`src/rtl/enc_pkg.sv`:
```
// Shared types and constants for the encryption engine and its decrypter peer:
// FSM state enum, LFSR tap table, config limits and latch-time clamp helpers.
package enc_pkg;

    localparam int MSG_DEPTH = 64;
    localparam int ADDR_W    = $clog2(MSG_DEPTH);
    localparam int PRE_MIN   = 7;
    localparam int PRE_MAX   = 12;
    localparam int MAX_LEN   = 50;

    localparam logic [7:0] DEFAULT_PREAMBLE = 8'h7E;

    // Element 0 is the least significant slice: TAPS[0] = 5'h1E ... TAPS[5] = 5'h12.
    localparam logic [5:0][4:0] TAPS = {5'h12, 5'h14, 5'h17, 5'h1B, 5'h1D, 5'h1E};

    typedef enum logic [1:0] {
        IDLE,
        RUN,
        DONE
    } enc_state_e;

    function automatic logic [3:0] clamp_pre_len(input logic [7:0] v);
        if (v < 8'(PRE_MIN)) return 4'(PRE_MIN);
        if (v > 8'(PRE_MAX)) return 4'(PRE_MAX);
        return v[3:0];
    endfunction

    function automatic logic [4:0] taps_for(input logic [2:0] sel);
        return (sel > 3'd5) ? TAPS[3] : TAPS[sel];
    endfunction

    function automatic logic [4:0] clamp_seed(input logic [4:0] v);
        return (v == 5'd0) ? 5'h01 : v;
    endfunction

    function automatic logic [5:0] clamp_len(input logic [5:0] v);
        return (v > 6'(MAX_LEN)) ? 6'(MAX_LEN) : v;
    endfunction

endpackage

```
`src/rtl/lfsr5_step.sv`:
```
// One combinational step of the 5-bit keystream LFSR: shift left, feed back the
// parity of the tapped bits into bit 0. Shared with the decrypter.
module lfsr5_step (
    input  logic [4:0] state_i,
    input  logic [4:0] taps_i,
    output logic [4:0] next_o
);

    assign next_o = {state_i[3:0], ^(state_i & taps_i)};

endmodule

```
`src/rtl/encryption_engine.sv`:
```
// Buffers a plaintext message, pads it with a preamble and streams 64 LFSR-encrypted
// bytes downstream. Defining ENC_CKSUM_EN adds an XOR checksum output (cksum).
module encryption_engine
    import enc_pkg::*;
(
    input  logic              clk,
    input  logic              reset,
    input  logic              init,
    input  logic [7:0]        preamble,
    input  logic [7:0]        pre_len,
    input  logic [2:0]        pat_sel,
    input  logic [4:0]        lfsr_seed,
    input  logic [5:0]        msg_len,
    input  logic              msg_wr_en,
    input  logic [ADDR_W-1:0] msg_waddr,
    input  logic [7:0]        msg_wdata,
    output logic              enc_valid,
    input  logic              enc_ready,
    output logic [ADDR_W-1:0] enc_addr,
    output logic [7:0]        enc_data,
    output logic              done
`ifdef ENC_CKSUM_EN
    ,
    output logic [7:0]        cksum
`endif
);

    // Handshake: a beat moves on any rising edge where enc_valid & enc_ready; while
    // enc_valid is high and enc_ready low, enc_addr/enc_data hold and the LFSR holds.

    enc_state_e        state_q;
    logic              init_q;
    logic [7:0]        buf_q [MSG_DEPTH];

    logic [3:0]        pre_len_q;
    logic [5:0]        len_q;
    logic [4:0]        taps_q;
    logic [4:0]        lfsr_q;
    logic [7:0]        preamble_q;

    logic              valid_q;
    logic [ADDR_W-1:0] addr_q;
    logic [7:0]        data_q;
    logic              done_q;

    logic              latch_start;
    logic [4:0]        lfsr_step_w;
    logic [ADDR_W-1:0] beat_idx;
    logic [4:0]        beat_lfsr;
    logic [6:0]        beat_rel;
    logic [7:0]        beat_plain;
    logic [7:0]        beat_byte;

    assign latch_start = (state_q == IDLE) && init_q && !init;

    lfsr5_step u_lfsr_step (
        .state_i (lfsr_q),
        .taps_i  (taps_q),
        .next_o  (lfsr_step_w)
    );

    // lfsr_q always holds s(enc_addr); the byte prepared here is for the beat that
    // follows the current one, or beat 0 when nothing is valid yet.
    always_comb begin
        beat_idx   = valid_q ? addr_q + 6'd1 : '0;
        beat_lfsr  = valid_q ? lfsr_step_w : lfsr_q;
        beat_rel   = {1'b0, beat_idx} - {3'b000, pre_len_q};
        beat_plain = preamble_q;
        if (({1'b0, beat_idx} >= {3'b000, pre_len_q}) && (beat_rel < {1'b0, len_q}))
            beat_plain = buf_q[beat_rel[ADDR_W-1:0]];
        beat_byte  = beat_plain ^ {3'b000, beat_lfsr};
    end

    always_ff @(posedge clk) begin
        if ((state_q == IDLE) && msg_wr_en)
            buf_q[msg_waddr] <= msg_wdata;
    end

    always_ff @(posedge clk) begin
        if (reset) begin
            state_q    <= IDLE;
            init_q     <= 1'b0;
            pre_len_q  <= 4'(PRE_MIN);
            len_q      <= '0;
            taps_q     <= TAPS[0];
            lfsr_q     <= 5'h01;
            preamble_q <= DEFAULT_PREAMBLE;
            valid_q    <= 1'b0;
            addr_q     <= '0;
            data_q     <= '0;
            done_q     <= 1'b0;
        end else begin
            init_q <= init;
            case (state_q)
                IDLE: begin
                    if (latch_start) begin
                        pre_len_q  <= clamp_pre_len(pre_len);
                        len_q      <= clamp_len(msg_len);
                        taps_q     <= taps_for(pat_sel);
                        lfsr_q     <= clamp_seed(lfsr_seed);
                        preamble_q <= preamble;
                        state_q    <= RUN;
                    end
                end
                RUN: begin
                    if (!valid_q) begin
                        valid_q <= 1'b1;
                        addr_q  <= '0;
                        data_q  <= beat_byte;
                    end else if (enc_ready) begin
                        if (addr_q == ADDR_W'(MSG_DEPTH - 1)) begin
                            valid_q <= 1'b0;
                            done_q  <= 1'b1;
                            state_q <= DONE;
                        end else begin
                            addr_q  <= beat_idx;
                            lfsr_q  <= lfsr_step_w;
                            data_q  <= beat_byte;
                        end
                    end
                end
                DONE: begin
                    if (init) begin
                        done_q  <= 1'b0;
                        state_q <= IDLE;
                    end
                end
                default: state_q <= IDLE;
            endcase
        end
    end

    assign enc_valid = valid_q;
    assign enc_addr  = addr_q;
    assign enc_data  = data_q;
    assign done      = done_q;

`ifdef ENC_CKSUM_EN
    logic [7:0] cksum_q;

    always_ff @(posedge clk) begin
        if (reset)
            cksum_q <= '0;
        else if (latch_start)
            cksum_q <= '0;
        else if (valid_q && enc_ready)
            cksum_q <= cksum_q ^ data_q;
    end

    assign cksum = cksum_q;
`endif

endmodule

```
`config.mk`:
```
export PLATFORM = sky130hd
export DESIGN_NAME = encryption_engine
export DESIGN_NICKNAME = d
export VERILOG_FILES = /design/src/rtl/enc_pkg.sv /design/src/rtl/lfsr5_step.sv /design/src/rtl/encryption_engine.sv
export SDC_FILE = /design/constraint.sdc
export NUM_CORES = 1
export LEC_CHECK = 0
export ABC_AREA = 1
export BUFFER_PORTS_ARGS = -buffer_cell sky130_fd_sc_hd__buf_2
export CORE_AREA = 2 2 286 288
export CTS_BUF_LIST = sky130_fd_sc_hd__clkbuf_8
export DETAILED_ROUTE_END_ITERATION = 7
export DIE_AREA = 0 0 288 290
export PLACE_DENSITY = 0.48
export RECOVER_POWER = 25
export SLEW_MARGIN = 20
export SYNTH_ARGS = -nofsm -noshare
export SYNTH_HDL_FRONTEND = slang
export SYNTH_HIERARCHICAL = 1
export SYNTH_SLANG_ARGS = --single-unit
```
`constraint.sdc`:
```
create_clock -name clk -period 4.72 [get_ports clk]
set_clock_uncertainty 0.05 [all_clocks]
set_input_delay 0.236 -clock clk [delete_from_list [all_inputs] [get_ports clk]]
set_output_delay 0.236 -clock clk [all_outputs]
set_load 0.03 [all_outputs]
```
Word level (Yosys, flattened, before mapping)

Memory sizes are Yosys's and may differ from the RTL's.
Cells that the tools add are included.

$add $sub $neg: 2
Reduce and logical (&&, ||, !) cells: 15
Eq/ne operators: 11
Bitwise operators: 2
Mux-type cells: 47
Order comparisons: 7

Operator list:

| operator                                                             | count |
|---|---|
| 5-bit two-way mux                                                    | 8 |
| 8-bit two-way mux                                                    | 4 |
| 6-bit two-way mux                                                    | 5 |
| 1-bit two-way mux                                                    | 18 |
| 4-bit two-way mux                                                    | 4 |
| 2-bit != test, second input constant                                 | 8 |
| 5-bit AND reduction                                                  | 3 |
| 2-bit two-way mux                                                    | 5 |
| 5-bit case mux with 2 select lines                                   | 1 |
| 8-bit by 4-bit > comparator with 1-bit output, second input constant | 1 |
| 8-bit by 3-bit < comparator with 1-bit output, second input constant | 1 |
| 8-bit by 5-bit XOR with 8-bit output                                 | 1 |
| 7-bit by 6-bit < comparator with 1-bit output                        | 1 |
| 6-bit by 4-bit subtractor with 7-bit output                          | 1 |
| 6-bit by 1-bit adder with 6-bit output, second input constant        | 1 |
| 6-bit equality test, second input constant                           | 1 |
| 6-bit by 4-bit >= comparator with 1-bit output                       | 1 |
| 6-bit > comparator, second input constant                            | 1 |
| 2-bit case mux with 3 select lines                                   | 1 |
| 5-bit AND                                                            | 1 |
| 5-bit logical NOT                                                    | 1 |
| 5-bit parity                                                         | 1 |
| 1-bit logical AND                                                    | 4 |
| 3-bit by 4-bit < comparator with 1-bit output, second input constant | 1 |
| 9 further kinds                                                      | 10 |

Logic and storage cells: 97
Memory bits (writable): 512
Register bits after elaboration: 47
Input port bits: 49
Memories kept: 2
Output and inout port bits: 16
ROM bits: 40

Memories:

| name            | words | width | read ports | clocked after memory_dff | wr ports | RTL line                | source |
|---|---|---|---|---|---|---|---|
| buf_q           | 64    | 8     | 1          | 0                        | 1        | encryption_engine.sv:33 | `logic [7:0] buf_q [MSG_DEPTH];` |
| (no name shown) | 8     | 5     | 1          | 0                        | 0        | enc_pkg.sv:29           | `return (sel > 3'd5) ? TAPS[3] : TAPS[sel];` |

Depth between registers and ports, before layout

Gate-level depths: netlist of run 1.

Word-level depth: 12
Mapped depth: 26
Mapped depth without buffers: 23

By module

Netlist of run 1, hierarchy kept.

Modules (own cells, without submodules):

| module            | times used | cells an instance | seq. area each (sq um) | area each (sq um) |
|---|---|---|---|---|
| encryption_engine | 1          | 2,203             | 16,295.6               | 23,749.0 |
| lfsr5_step        | 1          | 32                | 0.0                    | 146.4 |

Worst setup path after synthesis of run 1

OpenSTA, ideal clock, no wires.

Path type: reg-to-reg
Start point: reg valid_q (netlist: enc_valid)
End point: reg data_q[3] (netlist: enc_data[3])
Setup time: 0.109 ns
Data arrival time: 3.583 ns
Data required time: 4.561 ns
Path buffers: 4
Setup slack: 0.978 ns
Stages on the path, launching flop included: 25
Period minus slack after synthesis: 3.742 ns
Cell sequence: dfxtp_1 clkbuf_1 nand2_1 ha_1 fa_1 inv_1 nand2_1 nand2_1 inv_2 buf_2 buf_2 ha_1 a21oi_1 nand2_1 nand3_1 nand3b_1 nand2_1 inv_1 nor2_4 buf_4 nand3_1 nand3_1 nand3_1 nand2_1 inv_1

Longest elaborated chain between the ends: 9
Elaborated cells between the ends (all ways): 15
Classes of those cells: add/sub (1); order compare (2); eq/ne (2); mux (6); bitwise (1); reduce/logical (2); memory (1)

Ends and longest elaborated chain:

| item                                                                      | RTL line                 | source |
|---|---|---|
| from (decl)                                                               | encryption_engine.sv:41  | `logic valid_q;` |
| from (signal assigned)                                                    | encryption_engine.sv:88  | `valid_q <= 1'b0;` |
| from (signal assigned)                                                    | encryption_engine.sv:107 | `valid_q <= 1'b1;` |
| from (signal assigned)                                                    | encryption_engine.sv:112 | `valid_q <= 1'b0;` |
| parallel branches: the longest is 9 deep, another holds memory 64 x 8 bit | -                        |  |
| to (signal assigned)                                                      | encryption_engine.sv:109 | `data_q <= beat_byte;` |
| to (signal assigned)                                                      | encryption_engine.sv:118 | `data_q <= beat_byte;` |
| to (decl)                                                                 | encryption_engine.sv:43  | `logic [7:0] data_q;` |

Parallel ways; which one is timed is not known. The select of a mux whose other input is x is not followed.
A chain may end at the register's enable or synchronous reset.

Worst setup path after layout of run 1

Start point: reg valid_q (netlist: enc_valid)
End point: reg data_q[7] (netlist: enc_data[7])

The elaborated chain is that of the path after synthesis.

==> results.txt, run 1 <==
- Count of maximum capacitance violations: 6
- DR DRC count: 0
* Cell taking the most area after synthesis: sky130_fd_sc_hd__edfxtp_1
- The synthesized design contains 512 enable-type register cells.
- Of the total power, registers draw 0.509.
- Detailed placement ended at an HPWL of 39260 um.
- FF-to-FF Start: enc_valid
- Critical Path Source Type: flip-flop
- After routing the design area is 27370 um2.
- Stage delay of the slowest cell on the critical path: 840 ps
* Number of pins exceeding their max-slew limit in the final report: 390
- The worst hold path passes through 2 cells.
* Violations in the final reports: max-capacitance violations, max-slew violations
- The worst setup path is of the flip-flop to flip-flop kind.
- Dividing the synthesized area by the synthesized cell count gives 10.69 um2.
* Crit-path slowest cell: sky130_fd_sc_hd__fa_4
- Of the total power, combinational logic draws 0.123.
- The initial antenna violation count was 4.
- Worst-case clock buffer depth: 3
* Die area: 83520 um2
* P per Cell Area: 392.4 nW/um2
* Buf/Inv on CP: 2
- Worst min-delay path category: input port to flip-flop
- Most common cell after layout, fill and taps aside: sky130_fd_sc_hd__nand2_1
- Grouping stages by cell kind, the critical path spends the most delay in adder cells.
- Global-route wire length before repair: 101700 um
- Top cell by count, worst path: sky130_fd_sc_hd__nand2_1
- The number of cells on the worst reg-to-reg path is 15.
* Ratio of cells with drive above 1 in the final layout: 0.1032
- Switching power total: 2.915 mW
- Avg Vias per Cell: 4.757
- For this configuration, the core starts out at a cell density of 0.2981.
* GRT Overall Usage: 0.1596
- CP Max Fanout: 134
* FF-to-FF setup slack: 820 ps
- Final setup TNS: 0 ps
- Setup violations remaining at the end of the flow were counted as 0.
- Clock tree from TritonCTS: yes
- Reported leakage power: 10.34 nW
* Synthesized netlist net count: 2295
* Critical Path End Type: flip-flop
* Ports placed on the boundary: 65
* Critical path origin: enc_valid
- Crit path to: enc_data[7]
- OpenSTA, run right after detailed placement, puts the worst setup slack at 877.1 ps.
* Clock Power Share: 0.368
- The run finished, with violations left.
- Cell chain of the critical path: buf_4 > nand2_1 > ha_4 > fa_4 > buf_12 > o21ai_0 > o22ai_1 > o21ai_1 > nand2_1 > nand3_1 > nand2_1 > nand2_1 > nand2_1 > nand2_1 > a21oi_1
- The count of buffers added on input and output ports is 64.
- Aggregate global routing overflow: 0
- Row generation in the floorplan step produced 104 rows.
- After the first detailed-routing iteration, the DRC count stood at 1304.
- By area the synthesized netlist is led by sky130_fd_sc_hd__edfxtp_1 (64%), sky130_fd_sc_hd__nand2_1 (10%), sky130_fd_sc_hd__nand3_1 (7.7%).
- Sw Share: 0.2715
* Min setup slack post-route: 824.0 ps
- The congestion estimate from routability-driven global placement came to 0.8121.
- Min Clock Period, post-route: 3896 ps
- In this run the number of cells on the critical path is 15.
* Synthesized instance count: 2235
- Internal power comes to 7.824 mW.
- In the final routed layout, each cell accounts on average for 19.08 um.
- For the worst-skew pair, the clock arrives at the later sink with an insertion delay of 690 ps.
- Final cycle utilization of the critical path: 0.8254
- Data on the critical path arrives at its endpoint at 4470 ps.
* Placed Area: 25210 um2
- FFs w/ async S/R, synth: 0
- Yosys printed 6 warnings.
- The library cells used most frequently in the layout, excluding fill and tap cells, are sky130_fd_sc_hd__nand2_1 (633), sky130_fd_sc_hd__edfxtp_1 (512), sky130_fd_sc_hd__nand3_1 (367), sky130_fd_sc_hd__inv_1 (169), sky130_fd_sc_hd__nor2_1 (149).
- Die outline height: 290 um
- Of the post-synthesis cell area, the dominant cell type holds 0.6434.
- Entering global routing, the biggest net connects 135 pins.
- The tree is rooted in a sky130_fd_sc_hd__clkbuf_8.
- The via count of the first global-routing pass is 16740.
- Worst EP required: 5290 ps
- For this run, the register share of the synthesized area comes to 0.6820.
* Synthesized area: 23900 um2
* Nets: 2410
- The number of different library cells used by synthesis comes to 41.
* Number of vias after detailed routing: 16580
* Maximum clock rate: 256.7 MHz
* Peak supply drop: 175.2 uV
- The detail route stage leaves a number of antenna-violating nets equal to 0.
- The pre-antenna-repair detailed-routing pass consisted of 6 iterations.
- TritonCTS created 96 clock buffers.
* Post-CTS clock slew at the launch and capture registers of the worst setup and hold paths: 60 ps
- Tightest Pin Transition: 3653 ps
* P&R area growth vs syn: 14.55%
* Headroom to the max-slew limit: -1.435
- Setup repair after global routing left no endpoint under its margin.
- Flip-flop and latch count after synthesis: 558
- Number of clock sinks: 558
- In this run the number of H-tree levels came out at 3.
- For this block, the routed nets add up to 66510 um of wire.
* Most used DFF post-synth: sky130_fd_sc_hd__edfxtp_1
* Floorplan core area: 80160 um2
- Endpoint of the most critical register-to-register path: enc_data[7]
* Die X: 288 um
* Fin. Hold Viols: 0
## cells by family after synthesis
family,count (synthesis),synth area share
AO/OA/AOI/OAI,204,0.04676
XOR/XNOR,2,0.001833
adder cells (fa/ha/maj),11,0.006074
buffers and inverters,265,0.04964
flip-flops,558,0.6820
other,1,0.0001569
AND/OR/NAND/NOR,1194,0.2136
## Yosys cell counts (12+ instances only)
library cell and instances:
sky130_fd_sc_hd__o22ai_1 24, sky130_fd_sc_hd__o21ai_1 20, sky130_fd_sc_hd__buf_4 23, sky130_fd_sc_hd__o211ai_1 12
sky130_fd_sc_hd__nand2_1 634, sky130_fd_sc_hd__dfxtp_1 46, sky130_fd_sc_hd__o21ai_0 92, sky130_fd_sc_hd__nand3_1 367
sky130_fd_sc_hd__edfxtp_1 512, sky130_fd_sc_hd__inv_1 131, sky130_fd_sc_hd__nand2_2 15, sky130_fd_sc_hd__buf_2 58
sky130_fd_sc_hd__a21oi_1 41, sky130_fd_sc_hd__nor2_1 149, sky130_fd_sc_hd__clkbuf_1 27
## worst min path at each step
stage / to / slack [ps] / startpoint
CTS: buf_q[40][6] / 160 / msg_wdata[6]
global route: buf_q[24][0] / 270 / msg_wdata[0]
floorplan: buf_q[0][0] / 280 / msg_wdata[0]
global placement: done / 400 / done
finish: buf_q[37][0] / 280 / msg_wdata[0]
detailed placement: done / 420 / done
## state kept, by name, indices dropped and copies added (netlist names)
signal / flops
buf_q: 512
lfsr_q: 5
pre_len_q: 4
init_q: 1
enc_addr: 6
enc_data: 8
len_q: 6
preamble_q: 8
done: 1
taps_q: 4
enc_valid: 1
state_q: 2
## final cells by class
class                           instances  area (um2)
Timing Repair Buffer                  138        1044
Clock buffer                          100        1376
Clock inverter                         71       340.3
Tap cell                             1060        1326
Multi-Input combinational cell       1412        6436
Fill cell                            8107       52790
Antenna cell                            2       5.005
Inverter                              144       548.0
Sequential cell                       558       16300
## power by group through the flow
stage               logic (mW)  registers, mW  clock network [mW]
floorplan                0.800           5.57                   0
global placement          1.29           5.56                   0
detailed placement        1.30           5.56                   0
CTS                       1.33           5.46                4.07
global route              1.47           5.47                4.28
finish                    1.32           5.47                3.96
## through the flow
step	power [mW]	utilization	hold WS [ps]	instances
final	10.74	0.3415	281.9	3485
after global placement	6.852	0.3145	403.3	3266
after global routing	11.22	0.3415	269.3	3485
after detailed placement	6.857	0.3145	415.3	3266
after floorplan	6.365	-	284.9	2235
after CTS	10.86	0.3417	161.8	3483
## per-layer routing
metal | share of wire | vias up | GRT usage
li1 | - | 7953 | -
met1 | 0.45 | 8001 | 0.2190
met2 | 0.46 | 492 | 0.2495
met3 | 0.059 | 127 | 0.03381
met4 | 0.029 | 6 | 0.05358
met5 | 0.0016 | - | 0.007558
## what timing repair did
action | 4_1_cts | 5_1_grt
hold buffers | 46 | 0
buffers inserted | 0 | 0
gates resized for setup | 0 | 0
hold endpoints to repair | 36 | 0
No activity file was read; power rests on OpenSTA's default activity.
==> run 2: changes to the inputs <==
Settings changed: ABC_AREA 1 to 0, CORE_AREA 2 2 286 288 to 2 2 280 282, DIE_AREA 0 0 288 290 to 0 0 282 284, PLACE_DENSITY 0.48 to 0.5.
Clock period 4.72 ns to 3.3 ns, I/O delays scaled along.
==> run 2 against run 1 <==
Effect of this change: the run ends with max-capacitance violations, max-slew violations, negative setup slack left; worst setup slack got worse by 1300 ps; sequential share of layout area down 3.3 points; count of clock-buffer cells in the layout down 4; sequential cell count stayed put; critical path type unchanged; critical endpoint is now enc_data[0].
==> results.txt, run 2 <==
* Crit path to: enc_data[0]
* Commonest cells after routing, fill and taps aside: sky130_fd_sc_hd__edfxtp_1 (512), sky130_fd_sc_hd__buf_4 (192), sky130_fd_sc_hd__nor2_1 (108), sky130_fd_sc_hd__mux4_2 (101), sky130_fd_sc_hd__mux2i_1 (101)
* Final cycle utilization of the critical path: 1.154
* Synthesized netlist net count: 1369
- The congestion estimate from routability-driven global placement came to 0.7961.
- Die X: 282 um
- For this run, the detailed router's first-pass iteration total came to 5.
- Synthesized area: 22940 um2
- Min setup slack post-route: -509.4 ps
- Ratio of cells with drive above 1 in the final layout: 0.3540
- By area the synthesized netlist is led by sky130_fd_sc_hd__edfxtp_1 (67%), sky130_fd_sc_hd__mux4_2 (9.9%), sky130_fd_sc_hd__mux2i_1 (5.5%).
* P&R area growth vs syn: 26.52%
- Final core utilization: 0.3771
- The checks that failed: max-capacitance violations, max-slew violations, negative setup slack.
- The worst setup path is launched from a flip-flop.
* Post-synthesis share of cell area spent on and, or, nand and nor gates: 0.05341
- CP Max Fanout: 6
* Endpoint of the most critical register-to-register path: enc_data[0]
- Setup repair after global routing missed its margin: yes
- FF-to-FF setup slack: -510 ps
* Vias in the first global route: 14090
- Category of the most critical setup path: flip-flop to flip-flop
- For this run, the top clock speed supported by timing is 262.5 MHz.
- The design draws 15.50 mW.
- Source-to-sink clock delay at the later pin of the worst-skew pair: 700 ps
* Fin. Hold Viols: 0
- Avg Vias per Cell: 4.768
- For the pin with the worst max-slew slack, the measured transition is 2550 ps.
- GRT Overall Usage: 0.1515
- Multiplexer share of the synthesized area: 0.1551
* DR DRC count: 0
- Cell count after placement: 2547
- Combinational family with the most area after synthesis: multiplexers
- In this run the number of H-tree levels came out at 3.
- FF-to-FF Start: enc_addr[0]
* Critical path origin: enc_addr[0]
- sky130_fd_sc_hd__edfxtp_1 takes more of the synthesized area than any other cell.
- After layout, the minimum clock period comes to 3809 ps.
- Number of antenna violations at the first check in global routing: 4
- Die outline height: 284 um
- Detailed routing inserted a total of 13260 vias.
- In this run the static leakage power is 9.953 nW.
- Final non-filler cell area: 29020 um2
- Floorplan core area: 76960 um2
- Nets: 1733
- In this run the cell area measured after placement is 26140 um2.
- CTS saw 558 sinks.
- Aggregate global routing overflow: 0
* Xor/xnor cell area share of the yosys netlist: 0.004037
- The commonest cells after synthesis are sky130_fd_sc_hd__edfxtp_1 (512), sky130_fd_sc_hd__mux2i_1 (126), sky130_fd_sc_hd__nor2_1 (123).
- Synthesized instance count: 1309
* Count of maximum capacitance violations: 5
- Synthesis inferred 558 register bits.
- Detailed placement ended at an HPWL of 39740 um.
* Worst-case clock buffer depth: 3
- Share of the synthesized area in compound gates (AO/OA/AOI/OAI): 0.05024
- Critical Path End Type: flip-flop
* Clock root buffer: sky130_fd_sc_hd__clkbuf_8
* Global-route wire length before repair: 89390 um
- Leaving out fill and tap cells, the most frequent cell in the layout is sky130_fd_sc_hd__edfxtp_1.
- Number of failing setup endpoints in the final timing report: 8
- Remaining number of nets flagged by the antenna check after routing: 0
- The floorplan has 102 rows.
- Of the total synthesized cell area, the portion taken by full adders, half adders and majority gates is 0.006328.
* Die area: 80090 um2
- After synthesis, the mean cell area works out to 17.52 um2.
- Routed WL per cell: 21.65 um
- After filler insertion, the fill cell instance count of the layout stands at 7192.
* Flip-flop count of the largest register after layout: 512
- Worst EP required: 3830 ps
- Most used DFF post-synth: sky130_fd_sc_hd__edfxtp_1
- Smallest hold slack: 162.9 ps
* Number of pins exceeding their max-slew limit in the final report: 223
* Maximum number of pins on one net before global-route repair: 55
* Headroom to the max-slew limit: -0.7003
- For this configuration, the core starts out at a cell density of 0.2980.
- Clock-pin slew was measured on the worst setup and hold paths at 70 ps.
* Final wirelength: 60210 um
* Sequential share of the synthesized area: 0.7105
* Non-filler cells in the finished layout: 2781
* P per Cell Area: 534.3 nW/um2
* FFs w/ async S/R, synth: 0
* Peak supply drop: 239.6 uV
* Hold path depth: 4
- Post-synth cell types: 59
- In this run the worst hold path is classified as input port to flip-flop.
* Fraction of post-synthesis cell area in the top cell type by area: 0.6703
- TritonCTS buffer count: 95
* Number of enable flip-flop cells after synthesis: 512
- Among all cell types in the netlist, the one instantiated most often is sky130_fd_sc_hd__edfxtp_1.
- Clock tree from TritonCTS: yes
- The run finished, with violations left.
- Count of port buffers added during placement: 64
- At the worst endpoint, the arrival time is 4340 ps.
- The first routing iteration left 977 violations.
- Synth warn: 6
* Ports placed on the boundary: 65
- The register with the most flip-flops in the final layout is buf_q.
- Number of cells on the worst reg-to-reg path: 14
==> run 2: worst min-delay path by stage <==
stage	startpoint	end	slack, ps
final	msg_waddr[2]	buf_q[38][7]	160
after floorplan	msg_wdata[0]	buf_q[0][0]	210
after global placement	preamble[4]	preamble_q[4]	360
after global routing	msg_waddr[2]	buf_q[38][7]	140
after CTS	msg_wdata[5]	buf_q[45][5]	8
after detailed placement	preamble[5]	preamble_q[5]	360
==> run 2: cell families after synthesis <==
group | count (synthesis)
multiplexers | 228
other | 1
AND/OR/NAND/NOR | 264
buffers and inverters | 93
AO/OA/AOI/OAI | 145
flip-flops | 558
XOR/XNOR | 9
adder cells (fa/ha/maj) | 11
==> run 2: timing repair <==
item / CTS / global route
endpoints found under the hold margin: 106 / 0
setup endpoints to repair: 8 / 8
gates resized for setup: 75 / 30
gates cloned: 2 / 1
hold buffers: 42 / 0
buffers inserted: 28 / 4
pin swaps: 27 / 11
==> run 2: area by class of cell <==
cell class | instances | area (um2) | area share
antenna | 1 | 2.502 | 0.00008624
clock buffer | 96 | 1321 | 0.04553
clock inverter | 68 | 402.9 | 0.01388
inverter | 16 | 62.56 | 0.002156
multi-input combinational | 659 | 6704 | 0.2310
sequential | 558 | 16310 | 0.5620
tap | 1040 | 1301 | 0.04484
timing repair buffer | 343 | 2915 | 0.1005
==> run 2: report_power, final <==
group / total [mW] / switching (mW) / internal [mW]
Combinational: 1.93 / 0.987 / 0.942
Sequential: 7.79 / 0.0259 / 7.77
Clock: 5.78 / 2.83 / 2.95
Total: 15.5 / 3.84 / 11.7
==> run 2: worst max-delay path, stage by stage, from the launching register on <==
cell and delay [ps]:
sky130_fd_sc_hd__dfxtp_4 360, sky130_fd_sc_hd__buf_6 110, sky130_fd_sc_hd__nand2b_4 130, sky130_fd_sc_hd__ha_4 160, sky130_fd_sc_hd__fa_4 930, sky130_fd_sc_hd__buf_8 170
sky130_fd_sc_hd__buf_12 120, sky130_fd_sc_hd__mux4_2 350, sky130_fd_sc_hd__mux2i_4 220, sky130_fd_sc_hd__buf_4 140, sky130_fd_sc_hd__o211ai_1 110, sky130_fd_sc_hd__o2111ai_2 140
sky130_fd_sc_hd__a21oi_1 130, sky130_fd_sc_hd__a2111o_1 400, sky130_fd_sc_hd__a31oi_1 150
==> run 2: metrics by stage <==
step | setup WS [ps] | setup TNS, ps
3_3_place_gp | -687.1 | -4998
6_report | -509.4 | -3712
2_1_floorplan | -397.9 | -2672
3_5_place_dp | -725.3 | -5173
5_1_grt | -604.4 | -4346
4_1_cts | -499.4 | -3753
==> run 2: metal layers <==
metal | wire length, um | track usage | vias to the layer above
li1 | - | - | 5994
met1 | 26570 | 0.2033 | 6772
met2 | 28310 | 0.2383 | 371
met3 | 3597 | 0.03738 | 118
met4 | 1711 | 0.05386 | 4
met5 | 29 | 0 | -
==> run 3: changes to the inputs <==
Settings changed: ABC_AREA 0 to 1, CORE_AREA 2 2 280 282 to 2 2 286 288, DIE_AREA 0 0 282 284 to 0 0 288 290.
==> run 3 against run 2 <==
Effect of this change: the run ends with max-capacitance violations, max-slew violations left; critical path type unchanged; hold slack gained 3.1 ps; final area fell by 2.8%; critical endpoint is now enc_data[3]; register-to-register slack better by 610 ps; utilization shrank 2.5 points; cell count is 27% higher; non-clock buffer count decreased by 160; worst setup slack gained 610 ps; die area grew 4.3%; power increased by 1.4%.
==> results.txt, run 3 (synthesis gave the netlist of run 1 again) <==
* Count of port buffers added during placement: 64
* Vias in the first global route: 16790
* Routed WL per cell: 19.88 um
- Number of pins exceeding their max-slew limit in the final report: 321
* CP Max Fanout: 15
- Clock tree synthesis inserted a total of 96 buffers.
- For this run, the number of standard cells in the final layout without fillers is 3533.
- Ratio of cells with drive above 1 in the final layout: 0.1327
* Number of antenna violations at the first check in global routing: 5
- Fin. Hold Viols: 0
- The most numerous cell type found on the critical path is sky130_fd_sc_hd__nand2_1.
- Cell count after placement: 3296
- At the pin with the least slew margin, the transition time is 2624 ps.
- Aggregate global routing overflow: 0
- GRT Overall Usage: 0.1638
- Entering global routing, the biggest net connects 88 pins.
- Once detailed placement completed, the half-perimeter wirelength came to 42380 um.
- Headroom to the max-slew limit: -0.7490
- Number of failing setup endpoints in the final timing report: 0
- Htree depth: 3
* Worst-case clock buffer depth: 3
- The die covers 83520 um2.
- The checks that failed: max-capacitance violations, max-slew violations.
* Depth of the critical timing path with buffers and inverters included: 18
- Avg Vias per Cell: 4.848
- Worst EP required: 3870 ps
* Post-placement worst setup slack: -124.1 ps
* Maximum clock rate: 312.2 MHz
* P per Cell Area: 556.8 nW/um2
* P&R area growth vs syn: 18.09%
- Outcome: complete, but fails checks
- On the critical path, the stage with the largest delay is an instance of sky130_fd_sc_hd__fa_4.
- STA classifies the critical path endpoint as a flip-flop.
- TritonCTS built the clock tree.
- The smallest clock period supported by the final layout is computed as 3203 ps.
* CP arrival: 3770 ps
- Number of cell rows: 104
- Across the run, the number of max-cap violations was 8.
* Critical Path Source Type: flip-flop
- Global-route wire length before repair: 104200 um
* Reported leakage power: 10.73 nW
- Nets: 2455
- The worst register-to-register path begins at enc_addr[0].
- The largest single stage delay on the critical path is 900 ps.
- The floorplan step set the die width to 288 um.
- Worst min-delay path category: input port to flip-flop
- Source-to-sink clock delay at the later pin of the worst-skew pair: 720 ps
* Sw Share: 0.2725
* Remaining number of nets flagged by the antenna check after routing: 0
- The die is 290 um tall.
- Register with the most flip-flops: buf_q
* Sequential cell fraction of total power: 0.497
* Clock Power Share: 0.368
* Number of vias after detailed routing: 17130
* Placer Congestion: 0.8177
- Crit path max-delay family: adder cells
- The pre-antenna-repair detailed-routing pass consisted of 5 iterations.
- Of the available clock period, the critical path in the final layout requires 0.9705.
- Peak supply drop: 269.8 uV
- In this run the critical register-to-register path is captured at enc_data[3].
* Crit path to: enc_data[3]
* Switching power total: 4.281 mW
* Starting utilization of the core area: 0.2981
- The internal portion of the total power is 11.43 mW.
- FF-to-FF setup slack: 100 ps
* Post-CTS clock slew at the launch and capture registers of the worst setup and hold paths: 60 ps
- After detailed routing, the number of remaining DRC violations is 0.
- Commonest cells after routing, fill and taps aside: sky130_fd_sc_hd__nand2_1 (622), sky130_fd_sc_hd__edfxtp_1 (512), sky130_fd_sc_hd__nand3_1 (348), sky130_fd_sc_hd__inv_1 (173), sky130_fd_sc_hd__nor2_1 (148)
- The floorplan step defined a core boundary enclosing 80160 um2.
- Ports placed on the boundary: 65
- Cell chain of the critical path: ha_4 > nand2_2 > fa_4 > buf_12 > buf_16 > nand3_1 > nand3_1 > nand2_1 > nand2_1 > nand3_2 > nand2_1 > nand2_2 > nand2_1 > nand2_1 > nand3_1 > nand3_1 > nand2_1 > inv_1
- Most common cell after layout, fill and taps aside: sky130_fd_sc_hd__nand2_1
* Flip-flop count of the largest register after layout: 512
- The routed design has 70240 um of wire.
* Number of cells on the worst reg-to-reg path: 18
- After the first detailed-routing iteration, the DRC count stood at 1372.
* Min setup slack post-route: 97.24 ps
- Together, buffers and inverters on the worst path number 3.
- The worst setup path is of the flip-flop to flip-flop kind.
- The critical path starts at enc_addr[0].
- Setup repair after global routing missed its margin: yes
- Of the total power, combinational logic draws 0.135.
- Clock root buffer: sky130_fd_sc_hd__clkbuf_8
- Number of clock sinks: 558
[run 3: cell count changes in the layout (fill, tap and decap cells not counted), sizes merged, moves of 11 or more]
cell	delta
nand2	+588
nand3	+357
buf	-170
inv	+147
mux2i	-127
o21ai	+105
mux4	-101
a221oi	-35
nor2	+31
o22ai	+24
a21oi	+18
nand2b	-11
[run 3: timing repair]
| action | CTS | global route |
|---|---|---|
| endpoints found under the setup margin | 3 | 8 |
| hold buffers | 49 | 0 |
| resized for setup | 4 | 47 |
| hold endpoints to repair | 96 | 0 |
| buffers inserted | 0 | 6 |
| pin swaps | 0 | 11 |
| cloned | 1 | 5 |
[run 3: power by group through the flow]
stage	clock, mW	combinational [mW]	sequential, mW
4_1_cts	5.93	1.99	7.80
2_1_floorplan	0	1.15	7.96
3_3_place_gp	0	1.91	7.95
6_report	5.78	2.12	7.81
5_1_grt	6.23	2.33	7.81
3_5_place_dp	0	1.92	7.95
[run 3: layout make-up]
type | count | area (um2)
fillers | 8037 | 51940
flip-flops and latches | 558 | 16300
multi-input cells | 1412 | 6610
repair buffers | 183 | 1674
clock buffers | 100 | 1376
well taps | 1060 | 1326
inverters | 144 | 553.0
clock inverters | 75 | 372.9
diodes | 1 | 2.502
[run 3: worst register-to-register path, stage by stage (launching register included)]
cell                      delay (ps)
sky130_fd_sc_hd__dfxtp_2         340
sky130_fd_sc_hd__ha_4            260
sky130_fd_sc_hd__nand2_2          60
sky130_fd_sc_hd__fa_4            900
sky130_fd_sc_hd__buf_12          200
sky130_fd_sc_hd__buf_16          190
sky130_fd_sc_hd__nand3_1         110
sky130_fd_sc_hd__nand3_1         110
sky130_fd_sc_hd__nand2_1          70
sky130_fd_sc_hd__nand2_1          70
sky130_fd_sc_hd__nand3_2         170
sky130_fd_sc_hd__nand2_1         150
sky130_fd_sc_hd__nand2_2          70
sky130_fd_sc_hd__nand2_1          60
sky130_fd_sc_hd__nand2_1          50
sky130_fd_sc_hd__nand3_1          60
sky130_fd_sc_hd__nand3_1          70
sky130_fd_sc_hd__nand2_1          90
sky130_fd_sc_hd__inv_1            30
[run 3: routing by layer]
| metal | routed length (um) | vias to the layer above | global-route usage |
|---|---|---|---|
| li1 | - | 8045 | - |
| met1 | 31760 | 8408 | 0.2277 |
| met2 | 32650 | 565 | 0.2603 |
| met3 | 4203 | 104 | 0.02917 |
| met4 | 1578 | 6 | 0.04903 |
| met5 | 42 | - | 0 |
[run 3: worst min-delay path by stage]
stage | end | slack, ps | cells after the start | from
after floorplan | buf_q[0][0] | 210 | 0 | msg_wdata[0]
final | preamble_q[6] | 170 | 4 | preamble[6]
after global placement | preamble_q[6] | 350 | 3 | preamble[6]
after CTS | buf_q[41][2] | 20 | 1 | msg_wdata[2]
after detailed placement | preamble_q[5] | 340 | 3 | preamble[5]
after global routing | preamble_q[6] | 170 | 4 | preamble[6]
[run 3: metrics by stage]
| stage | cell area, um2 | power (mW) | hold WS [ps] | utilization | setup TNS [ps] |
|---|---|---|---|---|---|
| final | 28220 | 15.71 | 166.0 | 0.3520 | 0 |
| after global routing | 28220 | 16.37 | 172.5 | 0.3520 | -161.3 |
| after CTS | 27870 | 15.73 | 24.01 | 0.3477 | 0 |
| after detailed placement | 25580 | 9.870 | 343.9 | 0.3191 | -272.1 |
| after global placement | 25580 | 9.862 | 349.4 | 0.3191 | -334.0 |
| after floorplan | 23920 | 9.106 | 213.9 | - | 0 |
